**src/rtl/riscv_multicycle_ctrl.sv**
```systemverilog
// Multicycle RV32I control FSM: fetch/decode/execute/memory/writeback sequencing,
// memory wait timeout, illegal-instruction trap and retired-instruction counter.
module riscv_multicycle_ctrl #(
  parameter int TIMEOUT = 15
) (
  input  logic        clk,
  input  logic        rst_n,
  input  logic        start,
  input  logic [31:0] instr,
  input  logic        mem_ready,
  input  logic        branch_taken,
  output logic        ir_we,
  output logic        pc_we,
  output logic        rf_we,
  output logic        pc_sel,
  output logic        mem_req,
  output logic        mem_we,
  output logic [1:0]  mem_size,
  output logic [1:0]  alu_src_a,
  output logic [1:0]  alu_src_b,
  output logic [3:0]  alu_op,
  output logic [1:0]  wb_sel,
  output logic [2:0]  state,
  output logic        retire,
  output logic [31:0] instret,
  output logic        illegal,
  output logic        timeout
);

  // state | meaning
  // IDLE  | waiting for start
  // FETCH | instruction read, waiting for mem_ready
  // DECODE| legality check of the latched instruction
  // EXECUTE| ALU work; branches retire here
  // MEMORY| load/store access; stores retire here
  // WRITEBACK| register write, PC update, retire
  // TRAP  | absorbing error state until reset
  typedef enum logic [2:0] {
    S_IDLE      = 3'd0,
    S_FETCH     = 3'd1,
    S_DECODE    = 3'd2,
    S_EXECUTE   = 3'd3,
    S_MEMORY    = 3'd4,
    S_WRITEBACK = 3'd5,
    S_TRAP      = 3'd6
  } state_t;

  localparam int CW = $clog2(TIMEOUT + 1);

  state_t        st;
  logic [CW-1:0] wait_cnt;

  logic [6:0] opcode;
  logic [2:0] funct3;
  logic [6:0] funct7;
  logic [4:0] rd;
  logic       unused_rs_bits;

  assign opcode         = instr[6:0];
  assign funct3         = instr[14:12];
  assign funct7         = instr[31:25];
  assign rd             = instr[11:7];
  assign unused_rs_bits = ^instr[24:15];

  logic is_reg, is_imm, is_load, is_store, is_branch, is_jal, is_jalr, is_lui, is_auipc;
  assign is_reg    = (opcode == 7'b0110011);
  assign is_imm    = (opcode == 7'b0010011);
  assign is_load   = (opcode == 7'b0000011);
  assign is_store  = (opcode == 7'b0100011);
  assign is_branch = (opcode == 7'b1100011);
  assign is_jal    = (opcode == 7'b1101111);
  assign is_jalr   = (opcode == 7'b1100111);
  assign is_lui    = (opcode == 7'b0110111);
  assign is_auipc  = (opcode == 7'b0010111);

  logic bad_instr;
  always_comb begin
    bad_instr = 1'b0;
    if (is_load)
      bad_instr = (funct3 == 3'd3) || (funct3 == 3'd6) || (funct3 == 3'd7);
    else if (is_store)
      bad_instr = (funct3 > 3'd2);
    else if (is_branch)
      bad_instr = (funct3 == 3'd2) || (funct3 == 3'd3);
    else if (is_jalr)
      bad_instr = (funct3 != 3'd0);
    else if (is_reg)
      bad_instr = !((funct7 == 7'h00) || (funct7 == 7'h20 && (funct3 == 3'd0 || funct3 == 3'd5)));
    else if (is_imm)
      bad_instr = (funct3 == 3'd5 && funct7 != 7'h00 && funct7 != 7'h20) ||
                  (funct3 == 3'd1 && funct7 != 7'h00);
    else if (!(is_jal || is_lui || is_auipc))
      bad_instr = 1'b1;
  end

  logic wait_tc;
  assign wait_tc = (wait_cnt == CW'(TIMEOUT - 1));

  // Strobes are decoded from state and the latched instruction; ir_we, store
  // retire and branch pc_sel also follow the same-cycle mem_ready/branch_taken.
  always_comb begin
    ir_we     = 1'b0;
    rf_we     = 1'b0;
    pc_sel    = 1'b0;
    mem_req   = 1'b0;
    mem_we    = 1'b0;
    mem_size  = 2'd0;
    alu_src_a = 2'd0;
    alu_src_b = 2'd0;
    alu_op    = 4'd0;
    wb_sel    = 2'd0;
    retire    = 1'b0;
    if (st == S_DECODE || st == S_EXECUTE || st == S_MEMORY || st == S_WRITEBACK) begin
      if (is_reg)
        alu_op = {funct7[5], funct3};
      else if (is_imm)
        alu_op = {funct7[5] & (funct3 == 3'd5), funct3};
      if (is_lui) begin
        alu_src_a = 2'd2;
        alu_src_b = 2'd1;
      end else if (is_auipc || is_jal || is_branch) begin
        alu_src_a = 2'd1;
        alu_src_b = 2'd1;
      end else if (!is_reg) begin
        alu_src_b = 2'd1;
      end
    end
    case (st)
      S_FETCH: begin
        mem_req  = 1'b1;
        mem_size = 2'd2;
        ir_we    = mem_ready;
      end
      S_EXECUTE: begin
        if (is_branch) begin
          retire = 1'b1;
          pc_sel = branch_taken;
        end
      end
      S_MEMORY: begin
        mem_req  = 1'b1;
        mem_we   = is_store;
        mem_size = funct3[1:0];
        retire   = is_store & mem_ready;
      end
      S_WRITEBACK: begin
        retire = 1'b1;
        rf_we  = (rd != 5'd0);
        pc_sel = is_jal | is_jalr;
        if (is_jal || is_jalr)
          wb_sel = 2'd2;
        else if (is_load)
          wb_sel = 2'd1;
      end
      default: ;
    endcase
  end

  assign pc_we = retire;
  assign state = st;

  always_ff @(posedge clk or negedge rst_n) begin
    if (!rst_n) begin
      st       <= S_IDLE;
      wait_cnt <= '0;
      instret  <= '0;
      illegal  <= 1'b0;
      timeout  <= 1'b0;
    end else begin
      wait_cnt <= '0;
      if (retire)
        instret <= instret + 32'd1;
      case (st)
        S_IDLE:
          if (start) st <= S_FETCH;
        S_FETCH, S_MEMORY: begin
          if (mem_ready) begin
            if (st == S_FETCH)
              st <= S_DECODE;
            else if (is_load)
              st <= S_WRITEBACK;
            else
              st <= start ? S_FETCH : S_IDLE;
          end else if (wait_tc) begin
            st      <= S_TRAP;
            timeout <= 1'b1;
          end else begin
            wait_cnt <= wait_cnt + 1'b1;
          end
        end
        S_DECODE: begin
          if (bad_instr) begin
            st      <= S_TRAP;
            illegal <= 1'b1;
          end else begin
            st <= S_EXECUTE;
          end
        end
        S_EXECUTE: begin
          if (is_load || is_store)
            st <= S_MEMORY;
          else if (is_branch)
            st <= start ? S_FETCH : S_IDLE;
          else
            st <= S_WRITEBACK;
        end
        S_WRITEBACK:
          st <= start ? S_FETCH : S_IDLE;
        S_TRAP:
          st <= S_TRAP;
        default:
          st <= S_IDLE;
      endcase
    end
  end

endmodule

```
**config.mk**
```make
export PLATFORM = sky130hd
export DESIGN_NAME = riscv_multicycle_ctrl
export DESIGN_NICKNAME = d
export VERILOG_FILES = /design/src/rtl/riscv_multicycle_ctrl.sv
export SDC_FILE = /design/constraint.sdc
export NUM_CORES = 1
export LEC_CHECK = 0
export CAP_MARGIN = 20
export CORE_ASPECT_RATIO = 1.1
export CORE_MARGIN = 4
export CORE_UTILIZATION = 45
export CTS_BUF_LIST = sky130_fd_sc_hd__clkbuf_16
export DETAILED_ROUTE_END_ITERATION = 12
export PLACE_DENSITY = 0.81
export SLEW_MARGIN = 30
export SYNTH_ARGS = -nofsm -noshare
export SYNTH_HDL_FRONTEND = slang
export SYNTH_SLANG_ARGS = --single-unit
```
**constraint.sdc**
```tcl
create_clock -name clk -period 2.37 [get_ports clk]
set_clock_uncertainty 0.05 [all_clocks]
set_input_delay 0.237 -clock clk [delete_from_list [all_inputs] [get_ports clk]]
set_output_delay 0.237 -clock clk [all_outputs]
set_load 0.05 [all_outputs]
```
==> summary.txt, run 1 <==
Crit Reg-Reg Startpoint -> wait_cnt[0]$_DFF_PN0_
Post-synth EDFFs -> 0
CTS tree -> built
Cells after Synth -> 270
DIE AREA -> 7062 sq um
Clock Sinks -> 41
R2R cell count -> 7
R2R Path End -> state[2]$_DFFE_PN0P_
1st-pass router iterations -> 4
Syn avg cell area -> 9.634 sq um
Register area share after synthesis -> 39.44%
Setup violators final -> 0
Antenna fix cells -> 0
DR DRC count -> 0
I/O Buffers -> 81
DRT iter0 DRCs -> 134
Area post-placement -> 3786 sq um
Worst skew pair latency -> 280 ps
Layout Cell Area excl Fill -> 3961 sq um
Clock Tree Root -> clkbuf_16
WHS -> 416.2 ps
Row count -> 28
Max Slew Vio Count -> 0
Ports -> 93
MaxCap Viol Count -> 0
Worst VDD drop -> 565.6 uV
Most common cell after layout, fill and taps aside -> clkdlybuf4s50_1
Hold Path Sink -> instret[31]$_DFFE_PN0P_
Reg-to-reg slack, setup -> 330 ps
CP Data Required Time -> 2080 ps
Number of global-route vias before repair -> 2,484
Async SR Flop Fraction -> 100.0%
DRT antenna net count -> 0
Net count after synthesis -> 312
Actual transition at the worst max-transition pin -> 673.6 ps
GR Util All Layers -> 21.23%
Final Hold Vio Count -> 0
Routability congestion estimate -> 0.8449
Nets@finish -> 413
Warnings, synthesis -> 0
Max-slew headroom -> 54.79%
Die W -> 80.49 microns
CTS Buf Count -> 5
Final period utilization -> 96.29%
Hold Crit Depth -> 1
Global-route wire length before repair -> 12,020 microns
Chip Height -> 87.74 microns
Outcome -> complete, no violations
GRT Residual Overflow -> 0
Hold WC Path Type -> flop to flop
Worst setup path category -> flop to output port
Most frequent cells in the layout -> 62 x clkdlybuf4s50_1, 39 x dfrtp_1, 28 x buf_4, 26 x xor2_1, 20 x nand2_1
Synth Flop Type -> dfrtp_1
Starting Density -> 47.29%
Worst-path fanout max -> 14
Fmax -> 438.2 MHz
Post-DP HPWL -> 5419 microns
Pleak -> 0.001726 uW
Pin count of the biggest net entering global routing -> 28
Final min period -> 2282 ps
Total wire length -> 7281 microns
RSZ-0062 raised after global routing -> false
Initial antenna violation count -> 0
Flops & latches, synth -> 41
Overall power -> 2633 uW
Critical path launch point type -> flop
CP endpoint kind -> output port
Area grow syn2layout -> 52.28%
Arrival @ worst endpoint -> 2000 ps
Hold_sp -> instret[31]$_DFFE_PN0P_
Mean routed wirelength per cell -> 16.29 microns
PD cells -> 664.8 nW/um^2
Core box area -> 5500 sq um
Post-synth cell types -> 56
Post-DR vias/cell -> 5.564
Via count -> 2,487
Post-Syn Area -> 2601 sq um
Clock-pin transition on the worst setup and hold timing paths -> 50 ps
Clock buffer depth -> 2
Postcts setup bufs -> 0
Share of cells above drive strength 1 -> 20.16%
H-tree depth -> 2
==> cells in the mapped netlist, drive strengths merged, types with 2 or more instances <==
master | count | area [sq um]
nand2b | 6 | 37.54
buf | 5 | 42.53
nor3 | 21 | 105.1
o21a | 2 | 15.01
nor4b | 6 | 52.55
clkbuf | 6 | 22.52
and3 | 4 | 30.03
nand2 | 20 | 75.07
nor2 | 17 | 63.81
dfrtp | 41 | 1026
o21ai | 3 | 15.01
ha | 5 | 62.56
or2 | 4 | 25.02
nor4 | 11 | 108.9
inv | 8 | 30.03
and2 | 8 | 50.05
a311oi | 2 | 17.52
and4 | 3 | 26.28
nand3 | 11 | 60.06
o311ai | 2 | 17.52
nor2b | 4 | 25.02
xnor2 | 8 | 70.07
o31ai | 2 | 15.01
o32ai | 2 | 17.52
a21oi | 8 | 40.04
xor2 | 26 | 227.7
nand3b | 4 | 30.03
nand4 | 10 | 62.56
==> what timing repair did <==
| action | CTS | global route |
|---|---|---|
| setup endpoints to repair | 2 | 2 |
| endpoints found under the hold margin | 21 | 0 |
| gates resized for setup | 1 | 1 |
| hold buffers | 1 | 0 |
| pin swaps | 0 | 0 |
==> cell type report <==
class,instances,area (sq um)
clock buffers,5,125.1
clock inverters,3,37.54
fillers,413,1539
inverters,9,36.28
multi-input cells,209,1534
flip-flops and latches,41,1028
well taps,75,93.84
repair buffers,105,1106
==> cell families after synthesis <==
| kind of cell | Yosys count | share of synthesized area (%) |
|---|---|---|
| other | 1 | 0.1442 |
| adder cells (fa/ha/maj) | 5 | 2.405 |
| multiplexers | 1 | 0.4329 |
| buffers and inverters | 20 | 3.799 |
| AO/OA/AOI/OAI | 34 | 10.87 |
| AND/OR/NAND/NOR | 134 | 31.46 |
| flip-flops | 41 | 39.44 |
| XOR/XNOR | 34 | 11.45 |
==> metrics by stage <==
stage / util [%] / TNS (ps) / setup WS [ps] / cells
4_1_cts: 72.00 / 0 / 61.03 / 447
3_5_place_dp: 68.84 / 0 / 69.63 / 438
2_1_floorplan: - / -262.4 / -202.4 / 270
6_report: 72.02 / 0 / 87.98 / 447
3_3_place_gp: 68.84 / 0 / 103.5 / 438
5_1_grt: 72.02 / 0 / 48.79 / 447
==> flip-flops by register name, indices dropped and copies added, names as in the netlist <==
register,cells
timeout,1
wait_cnt,4
state,3
illegal,1
instret,32
==> worst max-delay path: stages (launching register included) <==
cell	delay [ps]
dfrtp_2	500
ha_1	440
or3_1	450
nor3_4	160
buf_12	160
==> routing by layer <==
metal	up-vias	global-route usage [%]	wire [microns]
met5	-	0	0
met4	0	3.226	57
met3	9	3.086	387
met2	77	37.35	3731
met1	1213	28.37	3104
li1	1188	-	-
==> where the power goes <==
part           switching (uW)  internal, uW
Sequential               70.2           747
Combinational             655           418
Clock                     254           489
==> worst max-delay path by stage <==
stage                    startpoint  slack (ps)  depth (start not counted)                      end
2_1_floorplan  state[0]$_DFFE_PN0P_        -200                          4                   pc_sel
3_3_place_gp               instr[1]         100                          7                   retire
3_5_place_dp               instr[5]          70                          7  instret[25]$_DFFE_PN0P_
4_1_cts                    instr[1]          60                          7                   retire
5_1_grt        state[2]$_DFFE_PN0P_          50                          4             alu_src_a[1]
6_report       state[2]$_DFFE_PN0P_          90                          4             alu_src_a[1]
No activity file was read; power rests on OpenSTA's default activity.
==> run 2, diff against run 1 <==
==> constraint.sdc (replaced) <==
create_clock -name clk -period 2.45 [get_ports clk]
set_clock_uncertainty 0.05 [all_clocks]
set_input_delay 0.245 -clock clk [delete_from_list [all_inputs] [get_ports clk]]
set_output_delay 0.245 -clock clk [all_outputs]
set_load 0.05 [all_outputs]
==> run 2 against run 1 <==
Net effect: setup slack better by 60 ps; total power is 7.9% lower; final area is 1.4% lower; critical path depth is 3 higher; die area stayed put; combinational power is 6% lower; sequential share of layout area is 0.37 points higher; critical endpoint is now retire.
==> summary.txt, run 2 (synthesis gave the netlist of run 1 again) <==
Most frequent cells in the layout -> 62 x clkdlybuf4s50_1, 39 x dfrtp_1, 26 x xor2_1, 24 x buf_4, 20 x nand2_1 (was 62 x clkdlybuf4s50_1, 39 x dfrtp_1, 28 x buf_4, 26 x xor2_1, 20 x nand2_1)
Pin count of the biggest net entering global routing -> 42 (was 28)
Die W -> 80.49 microns (unchanged)
P_sw -> 935.8 uW (was 979.0 uW)
Max Slew Vio Count -> 0 (unchanged)
R2R cell count -> 7 (unchanged)
1st-pass router iterations -> 4 (unchanged)
Share of cells above drive strength 1 -> 19.62% (was 20.16%)
Post-DR vias/cell -> 5.523 (was 5.564)
Worst VDD drop -> 607.5 uV (was 565.6 uV)
Total negative setup slack -> 0 ps (unchanged)
Antenna fix cells -> 0 (unchanged)
Overall power -> 2425 uW (was 2633 uW)
CP Data Required Time -> 2150 ps (was 2080 ps)
DR top layer -> met4 (unchanged)
Cell Count, Final, Fillers Out -> 442 (was 447)
Chip Height -> 87.74 microns (unchanged)
R2R Path End -> state[2]$_DFFE_PN0P_ (unchanged)
Max-slew headroom -> 60.19% (was 54.79%)
Clock Sinks -> 41 (unchanged)
GRT Residual Overflow -> 0 (unchanged)
Sequential share of power -> 32.5% (was 31.1%)
Outcome -> complete, no violations (unchanged)
Initial antenna violation count -> 0 (unchanged)
Reg with most FFs -> instret (unchanged)
Routability congestion estimate -> 0.8635 (was 0.8449)
GR Util All Layers -> 20.31% (was 21.23%)
Starting Density -> 47.29% (unchanged)
Pleak -> 0.001689 uW (was 0.001726 uW)
Worst setup path category -> input port to output port (was flop to output port)
Total wire length -> 6804 microns (was 7281 microns)
Post-DP HPWL -> 5177 microns (was 5419 microns)
Fmax -> 434.4 MHz
Final period utilization -> 93.96%
Pre-CTS setup slack -> 99.66 ps (was 69.63 ps)
Final min period -> 2302 ps
Area grow syn2layout -> 50.12% (was 52.28%)
Worst-path fanout max -> 27 (was 14)
Actual transition at the worst max-transition pin -> 593.1 ps (was 673.6 ps)
Core box area -> 5500 sq um (unchanged)
DRT antenna net count -> 0 (unchanged)
Placed insts -> 433 (was 438)
Sw Share -> 38.59% (was 37.18%)
CTS tree -> built (unchanged)
Clock buffer depth -> 2 (unchanged)
Clock Tree Root -> clkbuf_16 (unchanged)
DRT iter0 DRCs -> 135 (was 134)
Postcts setup bufs -> 0 (unchanged)
I/O Buffers -> 81 (unchanged)
CTS Buf Count -> 5 (unchanged)
CP endpoint kind -> output port (unchanged)
Final core utilization -> 71.00% (was 72.02%)
Met1 WL -> 2934 microns (was 3104 microns)
Row count -> 28 (unchanged)
Global-route wire length before repair -> 11,410 microns (was 12,020 microns)
CP Launch Point -> instr[1] (was state[2]$_DFFE_PN0P_)
Via count -> 2,441 (was 2,487)
Clock-pin transition on the worst setup and hold timing paths -> 60 ps (was 50 ps)
Arrival @ worst endpoint -> 2010 ps (was 2000 ps)
Critical path launch point type -> input port (was flop)
Crit Reg-Reg Startpoint -> wait_cnt[0]$_DFF_PN0_ (unchanged)
DR DRC count -> 0 (unchanged)
Clk pwr share -> 25.8% (was 28.2%)
Ports -> 93 (unchanged)
Final Hold Vio Count -> 0 (unchanged)
Number of global-route vias before repair -> 2,450 (was 2,484)
Hold WC Path Type -> input port to asynchronous set/reset pin (was flop to flop)
Setup violators final -> 0 (unchanged)
PD cells -> 621.0 nW/um^2 (was 664.8 nW/um^2)
DIE AREA -> 7062 sq um (unchanged)
DR WL met2 -> 3361 microns (was 3731 microns)
Fin worst setup slack -> 147.9 ps (was 87.98 ps)
Max FFs per register -> 32 (unchanged)
Nets@finish -> 408 (was 413)
H-tree depth -> 2 (unchanged)
Mean routed wirelength per cell -> 15.39 microns (was 16.29 microns)
Worst skew pair latency -> 280 ps (about the same)
CP endpoint -> retire (was alu_src_a[1])
RSZ-0062 raised after global routing -> false (unchanged)
Reg-to-reg slack, setup -> 310 ps (was 330 ps)
Most common cell after layout, fill and taps aside -> clkdlybuf4s50_1 (unchanged)
Comb pwr share -> 41.7% (was 40.8%)
MaxCap Viol Count -> 0 (unchanged)
Pint -> 1489 uW (was 1654 uW)
Wire length on met3 -> 431 microns (was 387 microns)
[run 2: worst max-delay path, stage by stage]
cell and delay, ps:
clkdlybuf4s50_1 500, and4bb_4 260, and3_4 170, a32oi_4 240
buf_12 220, clkinv_2 150, buf_4 220
[run 2: power by group through the flow]
stage / combinational [uW] / clock [uW] / sequential (uW)
after global placement: 1000 / 0 / 795
final: 1010 / 626 / 789
after CTS: 1010 / 640 / 788
after detailed placement: 1010 / 0 / 798
after global routing: 1080 / 664 / 801
after floorplan: 507 / 0 / 910
[run 2: cell type report]
type	instances	area (sq um)
inverter	9	35.03
clock buffer	5	125.1
sequential	41	1028
multi-input combinational	209	1534
clock inverter	3	17.52
tap	75	93.84
timing repair buffer	100	1071
fill	426	1595
[run 2: worst min-delay path by stage]
stage | to | cells after the start
floorplan | illegal$_DFFE_PN0P_ | 0
global placement | instret[22]$_DFFE_PN0P_ | 1
detailed placement | instret[25]$_DFFE_PN0P_ | 1
CTS | instret[25]$_DFFE_PN0P_ | 1
global route | illegal$_DFFE_PN0P_ | 1
finish | instret[22]$_DFFE_PN0P_ | 2
[run 2: layer usage]
layer | up-vias | GRT usage [%]
met5 | - | 0
met4 | 0 | 5.376
met2 | 86 | 34.41
met3 | 11 | 4.115
li1 | 1180 | -
met1 | 1164 | 26.57
[run 2: through the flow]
step,hold WS (ps),area [sq um]
final,418.6,3905
after global routing,432.3,3905
after CTS,77.69,3891
after detailed placement,374.3,3749
after global placement,362.7,3749
after floorplan,-100.6,2661
[run 2: what timing repair did]
action,in CTS,in global routing
hold endpoints to repair,0,41
setup endpoints to repair,0,3
hold buffers,0,1
gates resized for setup,0,1
